===== src/rtl/decoder_if.sv =====
// rtl/decoder_if.sv - instruction in / decoded fields out bundle for decoder
interface decoder_if;
  logic        inst_valid;
  logic [31:0] inst;
  logic [2:0]  opcode;
  logic [4:0]  reg_addr_0;
  logic [4:0]  reg_addr_1;
  logic [4:0]  reg_addr_2;
  logic [15:0] addr;
  logic        out_valid;
  logic        illegal;

  // Instruction-register side: supplies words, consumes decoded fields
  modport master (
    output inst_valid, inst,
    input  opcode, reg_addr_0, reg_addr_1, reg_addr_2, addr, out_valid, illegal
  );

  // Decoder side
  modport slave (
    input  inst_valid, inst,
    output opcode, reg_addr_0, reg_addr_1, reg_addr_2, addr, out_valid, illegal
  );
endinterface


===== src/rtl/decoder.sv =====
// rtl/decoder.sv - registered M/I/R instruction decoder; optional reserved-opcode trap via DECODER_ILLEGAL_TRAP_EN
module decoder (
  input logic      clk,
  input logic      rst,
  decoder_if.slave bus
);

  logic [2:0]  op;
  logic [4:0]  ra0_d, ra1_d, ra2_d;
  logic [15:0] addr_d;

  logic [2:0]  opcode_q;
  logic [4:0]  ra0_q, ra1_q, ra2_q;
  logic [15:0] addr_q;
  logic        out_valid_q;

  assign op = bus.inst[31:29];

`ifdef DECODER_ILLEGAL_TRAP_EN
  logic ill_d;
  logic ill_q;
`endif

  // Split the incoming word into fields according to its format; unused fields stay 0
  always_comb begin
    ra0_d  = 5'd0;
    ra1_d  = 5'd0;
    ra2_d  = 5'd0;
    addr_d = 16'd0;
`ifdef DECODER_ILLEGAL_TRAP_EN
    ill_d  = 1'b0;
`endif
    case (op)
      3'd0, 3'd1: begin
        ra0_d  = bus.inst[28:24];
        ra1_d  = bus.inst[20:16];
        addr_d = bus.inst[15:0];
      end
      3'd2: begin
        ra0_d  = bus.inst[28:24];
        ra1_d  = bus.inst[23:19];
        addr_d = {1'b0, bus.inst[14:0]};
      end
      3'd4: begin
        ra1_d  = bus.inst[28:24];
        ra2_d  = bus.inst[23:19];
        addr_d = {2'b0, bus.inst[13:0]};
      end
`ifdef DECODER_ILLEGAL_TRAP_EN
      // Reserved opcodes: flag them and leave every address field at 0
      default: ill_d = 1'b1;
`else
      // Without the trap, opcode 3 aliases format I and 5..7 alias format R
      3'd3: begin
        ra0_d  = bus.inst[28:24];
        ra1_d  = bus.inst[23:19];
        addr_d = {1'b0, bus.inst[14:0]};
      end
      default: begin
        ra1_d  = bus.inst[28:24];
        ra2_d  = bus.inst[23:19];
        addr_d = {2'b0, bus.inst[13:0]};
      end
`endif
    endcase
  end

  // Capture decoded fields on a strobe, hold otherwise; out_valid marks a fresh capture
  always_ff @(posedge clk) begin
    if (rst) begin
      opcode_q    <= 3'd0;
      ra0_q       <= 5'd0;
      ra1_q       <= 5'd0;
      ra2_q       <= 5'd0;
      addr_q      <= 16'd0;
      out_valid_q <= 1'b0;
    end else begin
      out_valid_q <= bus.inst_valid;
      if (bus.inst_valid) begin
        opcode_q <= op;
        ra0_q    <= ra0_d;
        ra1_q    <= ra1_d;
        ra2_q    <= ra2_d;
        addr_q   <= addr_d;
      end
    end
  end

`ifdef DECODER_ILLEGAL_TRAP_EN
  // Illegal flag follows every accepted instruction
  always_ff @(posedge clk) begin
    if (rst)
      ill_q <= 1'b0;
    else if (bus.inst_valid)
      ill_q <= ill_d;
  end

  assign bus.illegal = ill_q;
`else
  assign bus.illegal = 1'b0;
`endif

  assign bus.opcode     = opcode_q;
  assign bus.reg_addr_0 = ra0_q;
  assign bus.reg_addr_1 = ra1_q;
  assign bus.reg_addr_2 = ra2_q;
  assign bus.addr       = addr_q;
  assign bus.out_valid  = out_valid_q;

endmodule


===== src/flat_wrapper.sv =====
// flat-port wrapper written by rule: the top's interface ports become plain ports
module decoder_flat 
  (clk, rst, bus_inst_valid, bus_inst, bus_opcode, bus_reg_addr_0, bus_reg_addr_1, bus_reg_addr_2, bus_addr, bus_out_valid, bus_illegal);
  decoder_if bus_i ();
  input logic clk;
  input logic rst;
  input wire logic [$bits(bus_i.inst_valid)-1:0] bus_inst_valid;
  input wire logic [$bits(bus_i.inst)-1:0] bus_inst;
  output wire logic [$bits(bus_i.opcode)-1:0] bus_opcode;
  output wire logic [$bits(bus_i.reg_addr_0)-1:0] bus_reg_addr_0;
  output wire logic [$bits(bus_i.reg_addr_1)-1:0] bus_reg_addr_1;
  output wire logic [$bits(bus_i.reg_addr_2)-1:0] bus_reg_addr_2;
  output wire logic [$bits(bus_i.addr)-1:0] bus_addr;
  output wire logic [$bits(bus_i.out_valid)-1:0] bus_out_valid;
  output wire logic [$bits(bus_i.illegal)-1:0] bus_illegal;
  assign bus_i.inst_valid = bus_inst_valid;
  assign bus_i.inst = bus_inst;
  assign bus_opcode = bus_i.opcode;
  assign bus_reg_addr_0 = bus_i.reg_addr_0;
  assign bus_reg_addr_1 = bus_i.reg_addr_1;
  assign bus_reg_addr_2 = bus_i.reg_addr_2;
  assign bus_addr = bus_i.addr;
  assign bus_out_valid = bus_i.out_valid;
  assign bus_illegal = bus_i.illegal;
  decoder u_core (.clk(clk), .rst(rst), .bus(bus_i));
endmodule

===== config.mk =====
export PLATFORM = sky130hd
export DESIGN_NAME = decoder_flat
export DESIGN_NICKNAME = d
export VERILOG_FILES = /design/src/rtl/decoder_if.sv /design/src/rtl/decoder.sv /design/src/flat_wrapper.sv
export SDC_FILE = /design/constraint.sdc
export NUM_CORES = 1
export LEC_CHECK = 0
export BUFFER_PORTS_ARGS = -buffer_cell sky130_fd_sc_hd__buf_2
export CAP_MARGIN = 25
export CELL_PAD_IN_SITES_DETAIL_PLACEMENT = 1
export CELL_PAD_IN_SITES_GLOBAL_PLACEMENT = 1
export CORE_MARGIN = 2
export CORE_UTILIZATION = 33
export DETAILED_ROUTE_END_ITERATION = 12
export PLACE_DENSITY_LB_ADDON = 0.1
export SYNTH_ARGS = -nofsm -noshare
export SYNTH_HDL_FRONTEND = slang
export SYNTH_SLANG_ARGS = --single-unit

===== constraint.sdc =====
create_clock -name clk -period 1.25 [get_ports clk]
set_input_delay 0.25 -clock clk [delete_from_list [all_inputs] [get_ports clk]]
set_output_delay 0.25 -clock clk [all_outputs]
set_load 0.02 [all_outputs]

==> flow_summary_export.csv, run 1 <==
group,metric,value,unit
setup_path,path_delay_family,"flip-flops",
final_layout,synthToLayoutAreaGrowth,34.6,%
timing,worst_slack,199,ps
timing,max_freq,0.952,GHz
final_layout,fill_cells,522,
flow_run,max_cap_violations,0,
final_layout,final_core_util,0.452,
cts,ctsResizeCount,0,
cts,cts_hold_buf,0,
setup_path,worstSetupPathType,"flip-flop to output port",
timing,whs,204,ps
cts,cts_tree,"yes",
global_routing,overflow,0,
cts,cts_setup_buffers,0,
synthesis,synthDistinctLibCells,17,
min_path,holdCritPathClass,"primary input to flip-flop",
power,power.leakage,0.930,nW
setup_path,worst_r2r_path_depth,2,
setup_path,crit_path_top_delay_cell,"dfxtp_1",
setup_path,path_cells,"buf_2",
synthesis,syn_area,1440,µm²
routing,drc,0,
final_layout,layout-drive-gt1-share,0.422,
synthesis,avgSynthCellArea,10.2,µm²
timing,fin_crit_sh,0.841,
routing,wl_met2,1940,µm
synthesis,yosys-top-cells-area,"dfxtp_1 (49%), mux2i_1 (15%), nand2b_1 (7.4%), o221ai_2 (5.2%), nor2_1 (4.4%)",
routing,routed_wl,3790,µm
cts,worstSkewPairLatency,280,ps
timing,hold_violations,0,
setup_path,cp_num_cells,1,
synthesis,ys_seq_area_frac,0.486,
routing,top_layer,"met4",
power,ir_drop,0.000561,V
synthesis,ys_ff_latch,35,
routing,vias,1260,
placed_design,dpl_cell_area,1840,µm²
routing,routedWlPerCell,14.4,µm
power,p_per_area,1330,nW/µm²
die,dieArea,4920,µm²
synthesis,syn-num-nets,176,
cts,htreeDepth,2,
setup_path,r2r_end,"u_core.bus.reg_addr_1[3]",
cts,clock_sinks,35,
timing,tns,0,ps
routing,avgViaCountPerCell,4.79,
final_layout,antenna_cells,0,
routing,first_iter_violations,46,
cts,cts_made_buffers,5,
final_layout,design_area,1940,µm²
setup_path,cp-endpoint,"bus_reg_addr_1[4]",
cts,cts_max_path_buffers,2,
setup_path,required,1000,ps
routing,dr_wl_met3,195,µm
synthesis,synth_top_cell_area_share,0.486,
die,die_w,70.1,µm
setup_path,critPathMaxFanout,2,
die,std_cell_rows,24,
global_routing,grtUsageTotal,0.162,
timing,setup_viol,0,
setup_path,critPathCaptureType,"output port",
final_layout,nets,246,
die,fp.dieH,70.1,µm
setup_path,max_stage_delay,350,ps
synthesis,yosys.area.top_type,"dfxtp_1",
setup_path,startpoint_type,"flip-flop",
placed_design,place_ws,172,ps
cts,clk_pin_slew_worst_paths,70,ps
placed_design,portBuffers,69,
timing,period_needed,1050,ps
die,core_area,4290,µm²
setup_path,crit_buf_inv,1,
final_layout,final_cells,263,
setup_path,reg2reg_slack,590,ps
run_status,run_status,"finished clean",
synthesis,ys_warn_count,0,
die,ios,71,
routing,firstDrtPassIters,4,
timing,fin_skew,0,ps
timing,drv_slew,0,
timing,rsz0062_at_grt,"false",
setup_path,startpoint,"u_core.bus.reg_addr_1[4]",
global_routing,grt_antenna_before_repair,0,
placed_design,gp_congestion,0.786,
placed_design,hpwlAfterDp,2920,µm
die,start_util,0.336,
cts,cts_root_buffer,"clkbuf_8",
setup_path,reg2reg_from,"u_core.bus.reg_addr_1[3]",
global_routing,grt_pass1_wl,6210,µm
global_routing,grt_pass1_vias,1341,
setup_path,cp.arrival,800,ps
power,power,2.58,mW
global_routing,grt_max_degree,26,
routing,ant_nets,0,
synthesis,synth_cells,141,
placed_design,placed_cells,256,
routing,wl_met1,1610,µm
==> cells in the final DEF (no fill, tap or decap), types with 5 or more instances in the layout <==
cell type | netlist | final
a21oi_1 | 12 | 12
buf_2 | 5 | 69
buf_4 | 4 | 7
clkbuf_8 | 0 | 5
dfxtp_1 | 35 | 35
mux2i_1 | 22 | 22
nand2b_1 | 17 | 17
nand3_1 | 5 | 5
nand3b_1 | 6 | 6
nand4b_1 | 5 | 5
nor2_1 | 17 | 17
o221ai_2 | 5 | 5
==> where the power goes <==
group	switching, mW	total, mW	leakage [nW]	internal, mW
Sequential	0.0287	1.20	0.288	1.18
Clock	0.396	0.979	0.0502	0.583
Combinational	0.231	0.401	0.592	0.170
==> kinds of logic after synthesis <==
logic type             share of synthesized area
multiplexers                               0.153
flip-flops                                 0.486
other                                    0.00260
AND/OR/NAND/NOR                            0.217
buffers and inverters                     0.0486
AO/OA/AOI/OAI                             0.0937
==> layer usage <==
layer	vias to the layer above	global-route usage
met5	-	0
met4	0	0.0577
met3	5	0.0447
met2	39	0.296
met1	595	0.179
li1	621	-
==> area by class of cell <==
cell class,count,area [µm²],area share
sequential,35,701,0.361
multi-input combinational,93,672,0.346
timing repair buffer,76,398,0.205
clock buffer,5,68.8,0.0354
tap,52,65.1,0.0335
clock inverter,2,37.5,0.0193
==> worst min path at each step <==
| stage | from | end | cells past startpoint |
|---|---|---|---|
| after floorplan | bus_inst[0] | u_core.bus.addr[0] | 2 |
| after global placement | u_core.bus.reg_addr_2[4] | u_core.bus.reg_addr_2[4] | 2 |
| after CTS | bus_inst[11] | u_core.bus.addr[11] | 3 |
| after detailed placement | u_core.bus.addr[14] | u_core.bus.addr[14] | 2 |
| after global routing | bus_inst[2] | u_core.bus.addr[2] | 3 |
| final | bus_inst[4] | u_core.bus.addr[4] | 3 |
==> flip-flops by register name, indices dropped and copies added (netlist names) <==
signal / count
u_core.bus.addr: 16
u_core.bus.reg_addr_0: 5
u_core.bus.reg_addr_1: 5
u_core.bus.reg_addr_2: 5
u_core.bus.opcode: 3
u_core.bus.out_valid: 1
==> Yosys cell counts, drive strengths merged <==
| cell | n |
|---|---|
| nand3b | 6 |
| clkbuf | 3 |
| nor2 | 17 |
| or3b | 1 |
| nand4bb | 1 |
| conb | 1 |
| nand4b | 5 |
| nand2b | 17 |
| nor2b | 1 |
| a21oi | 12 |
| o221ai | 5 |
| mux2i | 22 |
| nand3 | 5 |
| dfxtp | 35 |
| buf | 10 |
Note: power is estimated with default switching activity, not from simulation.
==> inputs of run 2 (changes only) <==
Clock period 1.25 ns to 1.1 ns, I/O delays scaled along.
==> run 2 against run 1 <==
Net effect: worst setup slack got worse by 120 ps; via count decreased by 0.40%; routed wire length decreased by 1.9%; sequential share of layout area rose by 0.47 points; utilization down 0.58 points; clock skew stayed put; critical endpoint is now bus_reg_addr_1[3]; largest power group unchanged.
==> flow_summary_export.csv, run 2 (synthesis gave the netlist of run 1 again) <==
group,metric,value,unit
die,start_util,0.336,
cts,cts_root_buffer,"clkbuf_8",
final_layout,largest_reg_flops,16,
placed_design,portBuffers,69,
power,ir_drop,0.000662,V
setup_path,startpoint_type,"flip-flop",
power,p_per_area,1420,nW/µm²
timing,setup_viol,0,
final_layout,final_core_util,0.446,
cts,cts_setup_buffers,0,
final_layout,fill_cells,502,
final_layout,layout-drive-gt1-share,0.415,
timing,tns,0,ps
power,power,2.72,mW
routing,ant_nets,0,
setup_path,crit_path_top_delay_cell,"dfxtp_1",
cts,htreeDepth,2,
die,die_w,70.1,µm
setup_path,cp.arrival,800,ps
cts,worstSkewPairLatency,280,ps
cts,ctsResizeCount,0,
timing,rsz0062_at_grt,"false",
timing,worst_slack,82.8,ps
timing,period_needed,1020,ps
die,dieArea,4920,µm²
routing,vias,1255,
die,std_cell_rows,24,
run_status,run_status,"finished clean",
global_routing,grt_max_degree,28,
global_routing,overflow,0,
die,core_area,4290,µm²
timing,fin_crit_sh,0.925,
setup_path,path_cells,"buf_2",
cts,cts_max_path_buffers,2,
die,ios,71,
global_routing,grtUsageTotal,0.160,
routing,first_iter_violations,56,
cts,cts_hold_buf,0,
timing,drv_slew,0,
setup_path,required,880,ps
timing,max_freq,0.983,GHz
flow_run,max_cap_violations,0,
routing,drc,0,
cts,cts_tree,"yes",
final_layout,synthToLayoutAreaGrowth,32.9,%
cts,clk_pin_slew_worst_paths,70,ps
global_routing,grt_antenna_before_repair,0,
min_path,holdCritPathClass,"primary input to flip-flop",
routing,firstDrtPassIters,4,
setup_path,max_stage_delay,340,ps
setup_path,crit_buf_inv,1,
final_layout,mostFrequentLayoutCells,"buf_2 (69), dfxtp_1 (35), mux2i_1 (22), nor2_1 (17), nand2b_1 (17)",
final_layout,regArea,701,µm²
timing,whs,175,ps
setup_path,critPathCaptureType,"output port",
global_routing,grt_pass1_wl,6200,µm
timing,fin_skew,0,ps
global_routing,grt_pass1_vias,1281,
setup_path,path_delay_family,"flip-flops",
placed_design,place_ws,61.1,ps
final_layout,nets,246,
timing,hold_violations,0,
die,fp.dieH,70.1,µm
final_layout,multi_input_area,672,µm²
power,power.leakage,0.922,nW
cts,cts_made_buffers,5,
cts,clock_sinks,35,
setup_path,worstSetupPathType,"flip-flop to output port",
routing,routedWlPerCell,14.1,µm
final_layout,antenna_cells,0,
placed_design,gp_congestion,0.761,
placed_design,hpwlAfterDp,2780,µm
routing,avgViaCountPerCell,4.75,
setup_path,critPathMaxFanout,2,
final_layout,final_common_cell,"buf_2",
routing,routed_wl,3710,µm
==> run 2: changes by cell type in the layout (fill, tap and decap cells not counted) <==
cell | previous run | this run
bufinv_16 | 1 | 0
clkinvlp_4 | 1 | 0
clkbuf_1 | 0 | 2
clkinv_2 | 0 | 1
==> run 2: report_power, final <==
group          leakage, nW  internal (mW)  total (mW)  switching, mW
Combinational        0.592          0.193       0.455          0.261
Clock               0.0422          0.444       0.898          0.453
Sequential           0.288           1.34        1.37         0.0316
==> run 2: final timing paths <==
kind	to	depth (start not counted)	startpoint	slack, ps
worst max-delay path	bus_reg_addr_1[3]	1	u_core.bus.reg_addr_1[3]	80
worst min-delay path	u_core.bus.addr[11]	3	bus_inst[11]	180
worst max register to register	u_core.bus.reg_addr_1[2]	2	u_core.bus.reg_addr_1[2]	450
worst min register to register	u_core.bus.addr[14]	2	u_core.bus.addr[14]	470
==> run 2: through the flow <==
stage	instances	instance area, µm²
floorplan	141	1440
global placement	256	1840
detailed placement	256	1840
CTS	264	1920
global route	264	1920
finish	264	1920
==> run 2: cell type report <==
type / count / share of cell area
clock buffer: 7 / 0.0398
tap: 52 / 0.0339
multi-input combinational: 93 / 0.351
timing repair buffer: 76 / 0.208
clock inverter: 1 / 0.00261
sequential: 35 / 0.366
==> run 2: layer usage <==
layer  track usage  up-vias  routed length [µm]
li1              -      621                   -
met2         0.270       40                1830
met3        0.0505        4                 214
met1         0.192      590                1640
met5             0        -                   0
met4        0.0513        0                  28
